### src/rtl/jt12_slot_regq.sv
// Rotating operator/channel slot sequencer with a per-slot register store.
// CPU writes are queued and each one is applied only when its target slot
// comes round. This keeps the pipeline running while the CPU writes.
module jt12_slot_regq #(
    parameter int NUM_CH = 6,
    parameter int DW     = 8,
    parameter int DEPTH  = 4
) (
    input  logic                     clk,
    input  logic                     rst,
    input  logic                     clk_en,
    input  logic                     wr_valid,
    output logic                     wr_ready,
    input  logic                     wr_all,
    input  logic [2:0]               wr_ch,
    input  logic [1:0]               wr_op,
    input  logic [DW-1:0]            wr_data,
    output logic [2:0]               cur_ch,
    output logic [1:0]               cur_op,
    output logic                     zero,
    output logic [DW-1:0]            slot_data,
    output logic [$clog2(DEPTH):0]   pending,
    output logic                     drop
);

    localparam int N  = 4 * NUM_CH;
    localparam int AW = $clog2(DEPTH);
    localparam int CW = $clog2(N);
    localparam logic [3:0]    NUM_CH_W = 4'(NUM_CH);
    localparam logic [2:0]    LAST_IDX = 3'(NUM_CH - 1);
    localparam logic [AW:0]   FULL_CNT = (AW + 1)'(DEPTH);
    localparam logic [CW-1:0] LAST_BC  = CW'(N - 1);

    typedef struct packed {
        logic          all;
        logic [2:0]    ch;
        logic [1:0]    op;
        logic [DW-1:0] data;
    } wr_entry_t;

    // Slot position: channel index (dense, 0..NUM_CH-1) and operator
    logic [2:0]    r_ch_idx;
    logic [1:0]    r_op;
    logic [DW-1:0] r_store [N];
    wr_entry_t     r_fifo  [DEPTH];
    logic [AW:0]   r_wptr;
    logic [AW:0]   r_rptr;
    logic [CW-1:0] r_bc_cnt;
    logic          r_drop;

    logic          w_last_ch;
    logic [2:0]    w_nxt_ch_idx;
    logic [1:0]    w_nxt_op;
    logic          w_push;
    logic          w_empty;
    wr_entry_t     w_head;
    logic          w_head_valid;
    logic [2:0]    w_head_idx;
    logic          w_wr_slot;
    logic          w_pop;
    logic          w_drop;
    logic [CW-1:0] w_bc_cnt_nxt;

    // Next slot in rotation order: channels first, then operator
    assign w_last_ch    = (r_ch_idx == LAST_IDX);
    assign w_nxt_ch_idx = w_last_ch ? 3'd0 : r_ch_idx + 3'd1;
    assign w_nxt_op     = w_last_ch ? r_op + 2'd1 : r_op;

    // With six channels the codes skip 3, so index 3..5 map to codes 4..6
    assign cur_ch    = (NUM_CH == 6 && r_ch_idx >= 3'd3) ? r_ch_idx + 3'd1 : r_ch_idx;
    assign cur_op    = r_op;
    assign zero      = (r_op == 2'd0) && (r_ch_idx == 3'd0);
    assign slot_data = r_store[0];

    assign pending  = r_wptr - r_rptr;
    assign w_empty  = (pending == '0);
    assign wr_ready = (pending != FULL_CNT);
    assign w_push   = wr_valid && wr_ready;
    assign drop     = r_drop;

    // Head decode: codes 3 and 7 are holes in the six-channel map
    assign w_head       = r_fifo[r_rptr[AW-1:0]];
    assign w_head_valid = (NUM_CH == 6) ? (w_head.ch[1:0] != 2'b11)
                                        : ({1'b0, w_head.ch} < NUM_CH_W);
    assign w_head_idx   = (NUM_CH == 6 && w_head.ch > 3'd3) ? w_head.ch - 3'd1 : w_head.ch;

    // Decide whether the FIFO head writes the incoming slot and/or is popped
    // NOTE: every output gets a default first so no path leaves a latch.
    always_comb begin
        w_wr_slot    = 1'b0;
        w_pop        = 1'b0;
        w_drop       = 1'b0;
        w_bc_cnt_nxt = r_bc_cnt;
        if (clk_en && !w_empty) begin
            if (w_head.all) begin
                w_wr_slot = 1'b1;
                if (r_bc_cnt == LAST_BC) begin
                    w_pop        = 1'b1;
                    w_bc_cnt_nxt = '0;
                end else begin
                    w_bc_cnt_nxt = r_bc_cnt + 1'b1;
                end
            end else if (!w_head_valid) begin
                w_pop  = 1'b1;
                w_drop = 1'b1;
            end else if (w_head_idx == w_nxt_ch_idx && w_head.op == w_nxt_op) begin
                w_wr_slot = 1'b1;
                w_pop     = 1'b1;
            end
        end
    end

    // Slot counter, broadcast progress and drop pulse
    // NOTE: sequential state uses non-blocking assignments so all registers update together.
    always_ff @(posedge clk) begin
        if (rst) begin
            r_ch_idx <= '0;
            r_op     <= '0;
            r_bc_cnt <= '0;
            r_drop   <= 1'b0;
        end else begin
            r_bc_cnt <= w_bc_cnt_nxt;
            r_drop   <= w_drop;
            if (clk_en) begin
                r_ch_idx <= w_nxt_ch_idx;
                r_op     <= w_nxt_op;
            end
        end
    end

    // Register store rotates one slot per clk_en; entry 0 is the current slot
    always_ff @(posedge clk) begin
        if (rst) begin
            for (int i = 0; i < N; i++) r_store[i] <= '0;
        end else if (clk_en) begin
            r_store[0] <= w_wr_slot ? w_head.data : r_store[1];
            for (int i = 1; i < N - 1; i++) r_store[i] <= r_store[i + 1];
            r_store[N - 1] <= r_store[0];
        end
    end

    // FIFO pointers: push ignores clk_en, pop follows the apply decision
    always_ff @(posedge clk) begin
        if (rst) begin
            r_wptr <= '0;
            r_rptr <= '0;
        end else begin
            if (w_push) r_wptr <= r_wptr + 1'b1;
            if (w_pop)  r_rptr <= r_rptr + 1'b1;
        end
    end

    // FIFO storage
    // NOTE: entries are not reset; the pointers alone decide what is valid.
    always_ff @(posedge clk) begin
        if (w_push) r_fifo[r_wptr[AW-1:0]] <= '{all: wr_all, ch: wr_ch, op: wr_op, data: wr_data};
    end

endmodule

### config.mk
export PLATFORM = sky130hd
export DESIGN_NAME = jt12_slot_regq
export DESIGN_NICKNAME = d
export VERILOG_FILES = /design/src/rtl/jt12_slot_regq.sv
export SDC_FILE = /design/constraint.sdc
export NUM_CORES = 1
export LEC_CHECK = 0
export BUFFER_PORTS_ARGS = -buffer_cell sky130_fd_sc_hd__buf_4
export CAP_MARGIN = 20
export CORE_ASPECT_RATIO = 2
export CORE_MARGIN = 1.5
export CORE_UTILIZATION = 35
export CTS_CLUSTER_SIZE = 14
export DETAILED_ROUTE_END_ITERATION = 7
export PLACE_DENSITY = 0.54
export SLEW_MARGIN = 20
export SYNTH_ARGS = -nofsm -noshare
export SYNTH_HDL_FRONTEND = slang
export SYNTH_SLANG_ARGS = --single-unit
### constraint.sdc
create_clock -name clk -period 4.4 [get_ports clk]
set_input_delay 0.22 -clock clk [delete_from_list [all_inputs] [get_ports clk]]
set_output_delay 0.22 -clock clk [all_outputs]
set_load 0.01 [all_outputs]
==> qor.txt, run 1 <==
Root buf cell = clkbuf_16
Total CTS buffers = 24
Share of cells above drive strength 1 = 13.8%
Port Buffers = 36
CP peak stage delay = 0.60 ns
Worst setup path category = flop to flop
Clock power share = 37.2%
Top-count cell post-synth = edfxtp_1
Sinks on Clock Net = 267
WL/cell = 16.0 um
Period utilization = 74.1%
Synth unique cells = 39
Cells after Synth = 663
Worst Hold Depth = 3
Number of I/O pins = 37
Slew Limit Fails = 0
H-Tree Depth = 1
FF-to-FF End = r_store[0][5]$_SDFFCE_PN0P_
Critical path cell sequence = mux4_2, ha_1, nor2b_1, a22oi_1, o31ai_1, xnor2_1, nand4_1, o31a_1, mux2i_1
GRT Util Overall = 11.4%
Unrepaired setup endpoints after global routing = no
Std-Cell Rows = 89
Clock Skews = 0.0224 ns
Final Hold Viols = 0
Internal = 4.15 mW
CTS-repair resized insts = 0
Bufs and invs on worst path = 0
Worst EP required = 4.65 ns
F_max = 307 MHz
Clk buf depth = 3
Grt ovf = 0
Worst VDD drop = 352 uV
Synthesized area per cell = 15.9 um^2
Syn Nets = 697
Cell accounting for the most synthesized area = edfxtp_1
Switching Fraction = 21.1%
Worst setup margin = 1.14 ns
Die area = 0.0313 mm^2
Post-route ant nets = 0
P_sw = 1.11 mW
Setup TNS = 0 ns
CP Launch Type = flop
Status = complete, no violations
Rel. slew slack = 45.2%
First-pass DRT Iterations = 5
Final GP Congestion = 0.751
Worst Hold Class = input pin to flop
Top cells by area, synth = edfxtp_1 (70%), and2_1 (8.2%), dfxtp_1 (3.6%)
Antenna cells = 0
CP Capture Type = flop
Place WS = 1.15 ns
Largest net degree at the start of global routing = 126
FFs w/ async S/R, synth = 0%
Logic pwr share = 6.0%
CP max stage cell = mux4_2
Leakage = 4.53 nW
CTS clk-pin slew, worst paths = 0.07 ns
Share of the synthesized area in the top cell type = 70.4%
FF+latch count, synth = 267
YS warnings = 0
Reg2Reg Depth = 9
Worst Max-Slew Pin Slew = 0.822 ns
Worst Hold End = r_ch_idx[1]$_SDFFE_PP0P_
Cell area after synthesis = 0.0106 mm^2
Critical path data arrival time = 3.51 ns
Fin nets = 744
Fin crit period = 3.26 ns
Initial core utilization = 35.7%
Via count = 5112
Post-synthesis sequential area ratio = 74.0%
Die Ht = 249 um
Initial antenna violation count = 0
CP Max Fanout = 8
Vias per cell = 4.70
Wire length after detailed routing = 17400 um
First-pass GRT wire length = 29100 um
Hold Path Origin = clk_en
Final setup violation count = 0
Clock Latency Late Sink = 0.53 ns
Detailed Place HPWL = 10300 um
DRT iter0 DRCs = 238
Width of the die = 126 um
Vias in the first global route = 5461
Core area = 0.0296 mm^2
Ys flop type = edfxtp_1
Sequential share of power = 56.8%
Slack of the worst reg-to-reg path = 1.14 ns
FILL cells = 2671
Pwr dens = 435 mW/mm^2
Top post-synthesis cells by count = edfxtp_1 (248), and2_1 (138), nor2b_1 (56)
DRC = 0
Util after Layout = 40.8%
Multi-input gate area = 0.00252 mm^2
Post-CTS Setup Inserts = 0
Seq. cell area = 0.00783 mm^2
Layout area overhead = 14.2%
EDFF count, synth = 248
Critical path's top delay family = compound AO/OA/AOI/OAI gates
CTS tree = done
Max Cap Viol = 0
[layer usage]
| layer | routed length, um | vias to the layer above | share of wire [%] | GRT usage (%) |
|---|---|---|---|---|
| met1 | 7400 | 2573 | 42 | 14.0 |
| met5 | 0 | - | 0 | 0 |
| li1 | - | 2429 | - | - |
| met2 | 9000 | 75 | 52 | 20.1 |
| met3 | 510 | 35 | 2.9 | 1.61 |
| met4 | 508 | 0 | 2.9 | 4.53 |
[tightest hold or removal path, delay by kind of cell]
| kind | cells | cell delay (ns) |
|---|---|---|
| AOI/OAI and AO/OA | 1 | 0.05 |
| buffers and inverters | 1 | 0.15 |
| and+or+nand+nor | 1 | 0.07 |
[cell type report]
type                       count  share of cell area (%)
sequential                   267                    64.8
multi-input combinational    346                    20.9
clock buffer                  31                    5.27
timing repair buffer          59                    4.27
tap                          364                    3.77
clock inverter                 8                   0.611
inverter                      12                   0.373
[cells by family (layout without fill, tap and decap cells)]
logic type	count (synthesis)	after routing	synth area share, %
AND/OR/NAND/NOR	264	264	14.7
XOR/XNOR	12	12	0.994
flip-flops	267	267	74.0
AO/OA/AOI/OAI	21	21	1.29
adder cells (fa/ha/maj)	16	16	1.96
buffers and inverters	50	110	2.20
multiplexers	33	33	4.86
[sequential cells by signal, indices dropped and copies added (netlist names), named ones only]
signal / cells
cur_op: 2
drop: 1
r_bc_cnt: 5
r_ch_idx: 3
r_fifo: 56
r_rptr: 3
r_store: 192
r_wptr: 3
[power by group through the flow]
stage          clock network, mW  logic, mW  registers (mW)
2_1_floorplan                  0      0.216            3.02
3_3_place_gp                   0      0.303            3.03
3_5_place_dp                   0      0.314            3.04
4_1_cts                     2.02      0.326            2.99
5_1_grt                     2.11      0.354            3.00
6_report                    1.96      0.318            2.98
[through the flow]
stage | hold WS [ns] | power [mW] | instances | instance area [um^2]
after floorplan | 0.319 | 3.24 | 663 | 10600
after global placement | 0.418 | 3.34 | 1034 | 11200
after detailed placement | 0.422 | 3.35 | 1034 | 11200
after CTS | 0.00506 | 5.33 | 1087 | 12100
after global routing | 0.0381 | 5.46 | 1087 | 12100
final | 0.0301 | 5.26 | 1087 | 12100
[worst max-delay path by stage]
stage                                              to  slack, ns  cells after the start
final                     r_store[0][5]$_SDFFCE_PN0P_       1.14                      9
after global routing      r_store[0][5]$_SDFFCE_PN0P_       0.91                      9
after CTS                 r_store[0][5]$_SDFFCE_PN0P_       1.12                      9
after detailed placement  r_store[0][5]$_SDFFCE_PN0P_       1.15                      9
after global placement    r_store[0][5]$_SDFFCE_PN0P_       1.23                      9
after floorplan           r_store[0][0]$_SDFFCE_PN0P_       1.09                      2
[placed cells by master (no fill, tap or decap), types with 4 or more instances in the layout]
| master | count |
|---|---|
| edfxtp_1 | 248 |
| and2_1 | 138 |
| nor2b_1 | 55 |
| buf_4 | 42 |
| nand2_1 | 25 |
| clkbuf_16 | 24 |
| dfxtp_1 | 19 |
| nor2_1 | 16 |
| ha_1 | 15 |
| mux4_2 | 14 |
| dlygate4sd3_1 | 14 |
| inv_1 | 12 |
| mux2i_1 | 12 |
| xnor2_1 | 9 |
| nand3_1 | 8 |
| a21oi_1 | 8 |
| clkbuf_1 | 6 |
| and3_1 | 5 |
| mux2_2 | 5 |
| nand2b_1 | 5 |
| clkinv_2 | 4 |
[timing repair]
action,4_1_cts,5_1_grt
hold endpoints to repair,56,0
hold buffers,14,0
endpoints found under the setup margin,0,0
Power figures use the tool's default switching activity.
==> run 2, diff against run 1 <==
PLACE_DENSITY = 0.56   (was 0.54)
clock period = 2.8 ns   (was 4.4 ns; I/O delays follow)
==> qor.txt, run 2 (same netlist as run 1, synthesis figures left out) <==
Via count = 5229 (+2.3%)
DRT iter0 DRCs = 315 (+32%)
Fin nets = 771 (+3.6%)
Seq. cell area = 0.00783 mm^2 (about the same)
Total CTS buffers = 24 (unchanged)
Reg2Reg Depth = 11 (+2)
Worst Hold Class = input pin to flop
H-Tree Depth = 1 (unchanged)
Rel. slew slack = 47.2% (+2.0 points)
Root buf cell = clkbuf_16
Antenna cells = 0 (unchanged)
Worst Hold End = r_wptr[0]$_SDFFE_PP0P_
First-pass GRT wire length = 30500 um (+4.9%)
Vias per cell = 4.70 (-0.10%)
First-pass DRT Iterations = 4 (-1)
FILL cells = 2696 (+0.94%)
Most common cell after layout, fill and taps aside = edfxtp_1
FF-to-FF End = r_rptr[0]$_SDFFE_PP0P_
Worst setup margin = -0.119 ns (-1.26 ns)
Share of cells above drive strength 1 = 18.0% (+4.2 points)
Vias in the first global route = 5821 (+6.6%)
Pwr dens = 677 mW/mm^2 (+55%)
Final Hold Viols = 0 (unchanged)
Die Ht = 249 um (unchanged)
Design area = 0.0124 mm^2 (+2.6%)
Slew Limit Fails = 0 (unchanged)
Met3 Usage GRT = 1.93% (+0.32 points)
Worst Hold Depth = 4 (+1)
Worst setup path category = flop to flop
CP Launch Type = flop
Post-Layout Cell Count = 1113 (+2.4%)
Die area = 0.0313 mm^2 (unchanged)
Status = complete, but fails checks
Hold Path Origin = wr_valid
Wire length after detailed routing = 18100 um (+3.7%)
Largest net degree at the start of global routing = 79 (-37%)
Placed cell area = 0.0114 mm^2 (+1.7%)
Std-Cell Rows = 89 (unchanged)
Leakage = 4.69 nW (+3.5%)
Port Buffers = 36 (unchanged)
Clock Latency Late Sink = 0.53 ns (about the same)
Period utilization = 104% (+30 points)
Width of the die = 126 um (unchanged)
Total placed cells including tap cells = 1056 (+2.1%)
CP Capture Type = flop
Sinks on Clock Net = 267 (unchanged)
Most crowded layer after global routing = met2
Worst EP required = 3.20 ns (-1.45 ns)
DRC = 0 (unchanged)
Worst Max-Slew Pin Slew = 0.793 ns (-0.0294 ns)
Post-route ant nets = 0 (unchanged)
Met1 usage = 14.0% (+0.043 points)
Clock Skews = 0.0141 ns (-0.00831 ns)
Clk buf depth = 3 (unchanged)
Detailed Place HPWL = 11200 um (+8.7%)
Slack of the worst reg-to-reg path = -0.12 ns (-1.26 ns)
CTS tree = done
Multi-input gate area = 0.00258 mm^2 (+2.4%)
GRT Util Overall = 12.0% (+0.59 points)
F_max = 343 MHz (+12%)
Grt ovf = 0 (unchanged)
Max Cap Viol = 0 (unchanged)
Final GP Congestion = 0.789 (+5.0%)
Layout area overhead = 17.1%
Unrepaired setup endpoints after global routing = yes
Final setup violation count = 12 (+12)
Worst VDD drop = 485 uV (+38%)
Failing checks = negative setup slack
Max reg flops = 192 (unchanged)
Met2 usage = 21.1% (+1.0 points)
Initial antenna violation count = 0 (unchanged)
Most frequent cells in the layout = edfxtp_1 (248), and2_1 (138), buf_4 (64)
Number of I/O pins = 37 (unchanged)
CP Max Fanout = 4 (-4)
Critical path data arrival time = 3.32 ns (-0.19 ns)
Fin crit period = 2.92 ns (-0.343 ns)
WL/cell = 16.2 um (+1.3%)
CTS clk-pin slew, worst paths = 0.07 ns (about the same)
Core area = 0.0296 mm^2 (unchanged)
Largest register by flop count = r_store
Initial core utilization = 35.7% (unchanged)
[run 2: cell types whose count changed in the layout (fill, tap and decap cells not counted), sizes merged]
cell,change
clkbuf,-1
clkinv,-1
dlygate4sd3,+2
clkinvlp,+1
buf,+25
[run 2: timing repair]
action | 4_1_cts | 5_1_grt
pin swaps | 3 | 7
hold buffers | 16 | 0
endpoints found under the setup margin | 13 | 14
setup buffers | 3 | 3
hold endpoints to repair | 62 | 0
gates resized for setup | 11 | 5
[run 2: power by group]
| group | total (mW) | switching (mW) | internal [mW] |
|---|---|---|---|
| clock | 3.10 | 1.39 | 1.71 |
| sequential | 4.68 | 0.0714 | 4.61 |
| combinational | 0.597 | 0.319 | 0.278 |
[run 2: cell type report]
class                      count  area share, %
multi-input combinational    346           20.9
timing repair buffer          86           6.07
inverter                      12          0.364
clock buffer                  30           5.19
clock inverter                 8          0.606
tap                          364           3.68
sequential                   267           63.2
[run 2: worst max-delay path by stage]
stage | start | end | slack [ns] | cells past startpoint
after detailed placement | flop | r_rptr[0]$_SDFFE_PP0P_ | -0.27 | 11
final | flop | r_rptr[0]$_SDFFE_PP0P_ | -0.12 | 11
after floorplan | flop | r_store[0][0]$_SDFFCE_PN0P_ | 0.009 | 11
after global placement | flop | flop | -0.1 | 10
after CTS | flop | r_rptr[0]$_SDFFE_PP0P_ | -0.12 | 11
after global routing | flop | r_rptr[0]$_SDFFE_PP0P_ | -0.25 | 11
[run 2: critical path, stage by stage, from the launching register on]
cell	delay (ns)
dfxtp_4	0.36
mux4_2	0.38
ha_4	0.18
nor2_4	0.05
buf_6	0.11
a221o_1	0.37
a21oi_2	0.22
xor2_2	0.17
nand4_1	0.17
buf_4	0.19
o31a_1	0.28
mux2_1	0.32
[run 2: stage by stage]
step                      TNS (ns)  power [mW]  utilization [%]  setup slack [ns]  hold slack [ns]
after floorplan                  0        5.08                -           0.00919            0.239
after global placement      -0.689        5.30             38.5           -0.0967            0.338
after detailed placement     -2.79        5.32             38.5            -0.271            0.345
after CTS                    -1.01        8.51             41.7            -0.117           0.0456
after global routing         -2.54        8.71             41.8            -0.250            0.114
final                       -0.977        8.38             41.8            -0.119           0.0661
[run 2: routing by layer]
| metal | part of all wire (%) | up-vias | wire, um |
|---|---|---|---|
| li1 | - | 2477 | - |
| met1 | 41 | 2622 | 7340 |
| met2 | 52 | 87 | 9410 |
| met3 | 3.2 | 43 | 577 |
| met4 | 4.1 | 0 | 738 |
| met5 | 0 | - | 0 |
